`src/rtl/goertzel_power_detect.sv`:
```
// Goertzel bin power detector: squares {Re,Im}, averages NAVG windows,
// and presents the mean power with a strict threshold flag on AXI4-Stream.
module goertzel_power_detect #(
    parameter int OW   = 20,
    parameter int NAVG = 4,
    parameter int PW   = 2 * OW
) (
    input  logic            i_clk,
    input  logic            i_rst,
    input  logic [2*OW-1:0] s_axis_tdata,
    input  logic            s_axis_tvalid,
    output logic            s_axis_tready,
    input  logic [PW-1:0]   i_threshold,
    output logic [PW-1:0]   m_axis_tdata,
    output logic            m_axis_tvalid,
    input  logic            m_axis_tready,
    output logic            o_detect
);

    localparam int LG = $clog2(NAVG);
    localparam int CW = (LG > 0) ? LG : 1;
    localparam int AW = PW + LG;

    typedef enum logic {
        ST_ACCUM,
        ST_HOLD
    } state_t;

    logic                 ce;

    logic signed [OW-1:0] re_q, re_d;
    logic signed [OW-1:0] im_q, im_d;
    logic                 v0_q, v0_d;

    logic [PW-1:0]        sq_re_q, sq_re_d;
    logic [PW-1:0]        sq_im_q, sq_im_d;
    logic                 v1_q, v1_d;

    logic [PW-1:0]        p_q, p_d;
    logic                 v2_q, v2_d;

    logic [AW-1:0]        acc_q, acc_d;
    logic [CW-1:0]        cnt_q, cnt_d;
    state_t               state_q, state_d;

    logic [PW-1:0]        out_q, out_d;
    logic                 mval_q, mval_d;
    logic                 det_q, det_d;

    logic [AW-1:0]        sum;
    logic [AW-1:0]        avg_full;
    logic [PW-1:0]        avg;
    logic                 last;

    // A held output that downstream refuses freezes the whole pipeline.
    assign ce = !(mval_q && !m_axis_tready) && !i_rst;

    assign s_axis_tready = ce;
    assign m_axis_tdata  = out_q;
    assign m_axis_tvalid = mval_q;
    assign o_detect      = det_q;

    assign sum      = acc_q + AW'(p_q);
    assign avg_full = sum >> LG;
    assign avg      = avg_full[PW-1:0];
    assign last     = (cnt_q == CW'(NAVG - 1));

    always_comb begin
        re_d    = re_q;
        im_d    = im_q;
        v0_d    = v0_q;
        sq_re_d = sq_re_q;
        sq_im_d = sq_im_q;
        v1_d    = v1_q;
        p_d     = p_q;
        v2_d    = v2_q;
        acc_d   = acc_q;
        cnt_d   = cnt_q;
        state_d = state_q;
        out_d   = out_q;
        mval_d  = mval_q;
        det_d   = det_q;

        if (ce) begin
            v0_d    = s_axis_tvalid;
            re_d    = s_axis_tdata[2*OW-1:OW];
            im_d    = s_axis_tdata[OW-1:0];

            v1_d    = v0_q;
            sq_re_d = PW'(re_q) * PW'(re_q);
            sq_im_d = PW'(im_q) * PW'(im_q);

            v2_d    = v1_q;
            p_d     = sq_re_q + sq_im_q;

            // ce high while holding means the output handshake completes now.
            if (state_q == ST_HOLD) begin
                state_d = ST_ACCUM;
                mval_d  = 1'b0;
                det_d   = 1'b0;
            end

            if (v2_q) begin
                if (last) begin
                    out_d   = avg;
                    det_d   = (avg > i_threshold);
                    mval_d  = 1'b1;
                    state_d = ST_HOLD;
                    acc_d   = '0;
                    cnt_d   = '0;
                end else begin
                    acc_d   = sum;
                    cnt_d   = cnt_q + CW'(1);
                end
            end
        end
    end

    always_ff @(posedge i_clk) begin
        if (i_rst) begin
            re_q    <= '0;
            im_q    <= '0;
            v0_q    <= 1'b0;
            sq_re_q <= '0;
            sq_im_q <= '0;
            v1_q    <= 1'b0;
            p_q     <= '0;
            v2_q    <= 1'b0;
            acc_q   <= '0;
            cnt_q   <= '0;
            state_q <= ST_ACCUM;
            out_q   <= '0;
            mval_q  <= 1'b0;
            det_q   <= 1'b0;
        end else begin
            re_q    <= re_d;
            im_q    <= im_d;
            v0_q    <= v0_d;
            sq_re_q <= sq_re_d;
            sq_im_q <= sq_im_d;
            v1_q    <= v1_d;
            p_q     <= p_d;
            v2_q    <= v2_d;
            acc_q   <= acc_d;
            cnt_q   <= cnt_d;
            state_q <= state_d;
            out_q   <= out_d;
            mval_q  <= mval_d;
            det_q   <= det_d;
        end
    end

endmodule

```
`config.mk`:
```
export PLATFORM = sky130hd
export DESIGN_NAME = goertzel_power_detect
export DESIGN_NICKNAME = d
export VERILOG_FILES = /design/src/rtl/goertzel_power_detect.sv
export SDC_FILE = /design/constraint.sdc
export NUM_CORES = 2
export LEC_CHECK = 0
export CAP_MARGIN = 30
export CORE_UTILIZATION = 65
export CTS_CLUSTER_DIAMETER = 80
export DETAILED_ROUTE_END_ITERATION = 16
export HOLD_SLACK_MARGIN = 0.08
export PLACE_DENSITY = 0.9
export SYNTH_ARGS = -nofsm -noshare
export SYNTH_HDL_FRONTEND = slang
export SYNTH_SLANG_ARGS = --single-unit
```
`constraint.sdc`:
```
create_clock -name i_clk -period 8.5 [get_ports i_clk]
set_input_delay 2.125 -clock i_clk [delete_from_list [all_inputs] [get_ports i_clk]]
set_output_delay 2.125 -clock i_clk [all_outputs]
set_load 0.1 [all_outputs]
```
Yosys cells after proc, flatten, opt, wreduce, memory -nomap -nowiden
Cells that the tools add are included.
Word-level totals
  flip-flop bits (word level): 250
  input bits: 84
  output and inout port bits: 43
  logic and storage cells: 38
Cells by class
  add/subtract/negate cells: 3
  multiply operators: 2
  $lt $le $gt $ge: 1
  equality and inequality tests: 1
  muxes and demuxes: 10
  reduce and logical (&&, ||, !) cells: 7
Operators with widths (count)
  20-bit by 20-bit multiplier with 40-bit output: 2
  42-bit by 40-bit adder with 42-bit output: 1
  42-bit 2-to-1 mux: 1
  40-bit adder: 1
  40-bit > comparator: 1
  1-bit 2-to-1 mux: 8
  1-bit logical NOT: 3
  3-bit AND reduction: 1
  2-bit by 1-bit adder with 2-bit output (second input constant): 1
  2-bit == test (second input constant): 1
  1-bit logical AND: 2
  2-bit 2-to-1 mux: 1
  2-bit AND reduction: 1

Logic depth before layout (Yosys ltp)
  word-level depth: 5
  gate-level depth with buffers: 28

Worst setup path before layout
Ideal clock, no wire load.
  path type: flip-flop to flip-flop
  start: reg re_q[19]
  end: reg sq_re_q[38]
  data arrival time: 7.084 ns
  slack: 1.354 ns
  stages on the path, launching flop included: 26
  clock period less this slack: 7.146 ns
  path through: dfxtp_1 > clkbuf_1 > clkbuf_1 > nand2_1 > fa_1 > fa_1 > inv_1 > fa_1 > inv_1 > fa_1 > inv_1 > fa_1 > inv_1 > fa_1 > fa_1 > inv_1 > ha_1 > a21o_1 > a21o_1 > a21o_1 > a21oi_1 > nor2b_1 > a211oi_1 > o21ai_0 > or4b_1 > nand3_1
Between the ends
  longest elaborated chain between the ends: 1
Ends and longest elaborated chain
  from (decl): line 31  | logic signed [OW-1:0] re_q, re_d;
  from (signal assigned): line 136  | re_q <= re_d;
  20-bit by 20-bit multiplier with 40-bit output: line 90  | sq_re_d = PW'(re_q) * PW'(re_q);
  to (signal assigned): line 139  | sq_re_q <= sq_re_d;
  to (decl): line 35  | logic [PW-1:0] sq_re_q, sq_re_d;
Every way passes these cells.
A chain may end at the register's enable or synchronous reset.

Worst setup path after layout
  start: reg re_q[4]
  end: reg sq_re_q[39]
The elaborated chain is that of the path after synthesis.

==> summary.txt <==
Status -> completed
Drt initial violations -> 2,277
Final core occ -> 0.707
H-Tree Depth -> 1
Final GP Congestion -> 0.950
Worst Max-Slew Pin Slew -> 1.06 ns
Synth cell types -> 88
CTS root buf -> clkbuf_16
Adder-Cell Fraction of Synth Area -> 0.489
ANT cells -> 0
Final period utilization -> 0.939
Met2 WL -> 48,500 µm
Area Overhead vs Synth -> 7.10%
Core ar. -> 60,600 µm²
Dominant cells by area after synthesis -> fa_1, dfxtp_1, ha_1, inv_1, nand2_1
Crit path from -> re_q[4]
Metal1 wirelength -> 35,300 µm
Post-synthesis mux area share -> 0.00213
Vias in the first global route -> 33,900
Drt drc -> 0
Fmax -> 0.125 GHz
All-layer global routing usage -> 0.321
Leakage -> 0.0226 µW
Initial Utilization -> 0.660
Avg Vias per Cell -> 5.83
Post-CTS sizing -> 0
Main flop type after synthesis -> dfxtp_1
# IOs -> 127
Mapped cell area -> 40,000 µm²
Row count -> 90
XOR/XNOR Fraction of Synth Area -> 0.0381
CTS buffer count -> 27
Die width -> 250 µm
Peak supply drop -> 0.228 mV
Post-synth EDFFs -> 0
Detail Route Antenna Nets -> 0
Worst rel slew slack -> 0.290
Total number of yosys warnings -> 0
CTS tree -> yes
Pwr/cell area -> 238 nW/µm²
Crit end category -> flip-flop
Sequential Area -> 4960 µm²
Detailed Routing Iterations Pass 1 -> 9
TNS Setup -> 0 ns
Post-CTS setup buffer count -> 0
Critical Path Start Type -> flip-flop
Async SR Flop Fraction -> 0
Clock skew -> 0.0237 ns
Max-slew violation count -> 0
Worst EP arrival -> 8.45 ns
Number of buffers added on ports -> 126
Area share of the largest cell type after synthesis -> 0.383
Crit-path max FO -> 21
Grt ovf -> 0
Routed wl met3 -> 7070 µm
First-pass GRT wire length -> 162,000 µm
Wire per inst -> 18.1 µm
WP data required -> 8.97 ns
Die area -> 62,500 µm²
Fill cells -> 4,197
Total number of vias -> 31,000
Setup Viol. Count Final -> 0
Top Metal Used -> met4
Skew-Pair Late Insertion Delay -> 0.58 ns
Worst Hold Slack -> 0.453 ns
Worst R2R Path Depth -> 22
Hold path depth -> 2
Post-Synth Simple-Gate Area -> 0.132
Final wirelength -> 96,200 µm
Clk sinks -> 248
Final #Nets -> 5,708
Clk pin slew, worst setup/hold paths -> 0.06 ns
RSZ-0062 raised after global routing -> false
Flops & latches, synth -> 248
Cell Area, Placed -> 41,900 µm²
Final min period -> 7.98 ns
Type of the worst setup path -> reg -> reg
Cell taking the most area after synthesis -> fa_1
Worst r2r src -> re_q[4]
Share of cells above drive strength 1 -> 0.0308
Cell count after synthesis -> 4,496
Max Cap Viol -> 0
Die Ht -> 250 µm
Final Hold Fails -> 0
CTS max path bufs -> 3
Synth Area in Compound Gates -> 0.106
Largest net degree at the start of global routing -> 131
Post-DP HPWL -> 77,800 µm
Worst Hold Launch -> m_axis_tdata[12]
Pwr Total -> 10,200 µW
Syn Area/Cell -> 8.89 µm²
Initial antenna violation count -> 0
Hold Crit Class -> reg -> reg
Area taken by multi-input logic gates -> 30,700 µm²
Post-route cell area -> 42,800 µm²
Largest family of logic cells by synthesized area -> adder cells
Hold buffers post-CTS -> 0
Seq/Total Area, Yosys -> 0.124
## power by group
part	switching (µW)	internal [µW]
Clock	521	729
Sequential	215	1400
Combinational	4250	3100
## through the flow
step	setup WS (ns)	instances
2_1_floorplan	1.35	4497
3_3_place_gp	0.899	5270
3_5_place_dp	0.579	5271
4_1_cts	0.637	5320
5_1_grt	0.165	5321
6_report	0.521	5321
## cell usage in the layout, fill, tap and decap left out, types with 58 or more instances in the layout
cell | synthesis | routed
and2_1 | 147 | 147
nand3_1 | 60 | 59
o21ai_0 | 75 | 75
inv_1 | 967 | 967
xnor2_1 | 116 | 116
clkdlybuf4s50_1 | 0 | 124
ha_1 | 340 | 340
fa_1 | 765 | 765
nor2_1 | 178 | 176
a21o_1 | 78 | 78
a21oi_1 | 271 | 271
xor2_1 | 58 | 58
dfxtp_1 | 248 | 248
nand2_1 | 609 | 609
## state kept, by name, summed over array words and instances (netlist names), 2 cells and up
name and count:
im_q 20, acc_q 42, sq_im_q 39, re_q 20, p_q 40, sq_re_q 39, cnt_q 2, m_axis_tdata 40
## worst max-delay path: stages, from the launching register on
cell and delay [ns]:
dfxtp_1 0.87, inv_1 0.33, nor2_1 0.29, fa_1 0.47
fa_1 0.52, fa_1 0.50, fa_1 0.52, fa_1 0.47
fa_1 0.52, inv_1 0.05, fa_1 0.50, inv_1 0.04
ha_1 0.31, a21oi_1 0.16, o21ai_0 0.17, a221o_1 0.39
a311oi_1 0.28, o21ai_0 0.34, o21bai_1 0.32, a311oi_1 0.17
a31oi_1 0.29, o21bai_1 0.10, mux2_2 0.27
## synth_stat cells, types with 8 or more instances
library cell	instances
inv_1	967
fa_1	765
nand2_1	609
ha_1	340
a21oi_1	271
dfxtp_1	248
nor2_1	178
clkbuf_1	163
and2_1	147
xnor2_1	116
a21o_1	78
o21ai_0	75
nand3_1	60
xor2_1	58
a211oi_1	38
nor2b_1	37
a22oi_1	31
nor3_1	21
a31oi_1	20
o21a_1	20
nand2b_1	19
o21bai_1	19
nand4_1	16
o211ai_1	15
and3_1	13
o31ai_1	12
a211o_1	11
a31o_2	9
nor4b_1	9
nand3b_1	8
or2_2	8
## final timing paths
check                                         to  slack, ns
worst min register to register  m_axis_tdata[12]       0.45
worst max register to register       sq_re_q[39]       0.52
worst min-delay path            m_axis_tdata[12]       0.45
worst max-delay path                 sq_re_q[39]       0.52
## area by class of cell
class                           instances  area share
Clock buffer                           33      0.0168
Tap cell                              782      0.0228
Timing Repair Buffer                  165      0.0372
Clock inverter                         16     0.00500
Sequential cell                       248       0.116
Multi-Input combinational cell       3109       0.717
Inverter                              968      0.0849
## layer usage
metal  track usage  vias up
met2         0.566     1377
met1         0.383    15300
met3        0.0454      395
met5             0        -
li1              -    13900
met4         0.165        0
## logic make-up after synthesis
group,count (synthesis)
AND/OR/NAND/NOR,1160
buffers and inverters,1140
adder cells (fa/ha/maj),1105
AO/OA/AOI/OAI,660
flip-flops,248
XOR/XNOR,174
multiplexers,8
other,1
No activity file was read; power rests on OpenSTA's default activity.
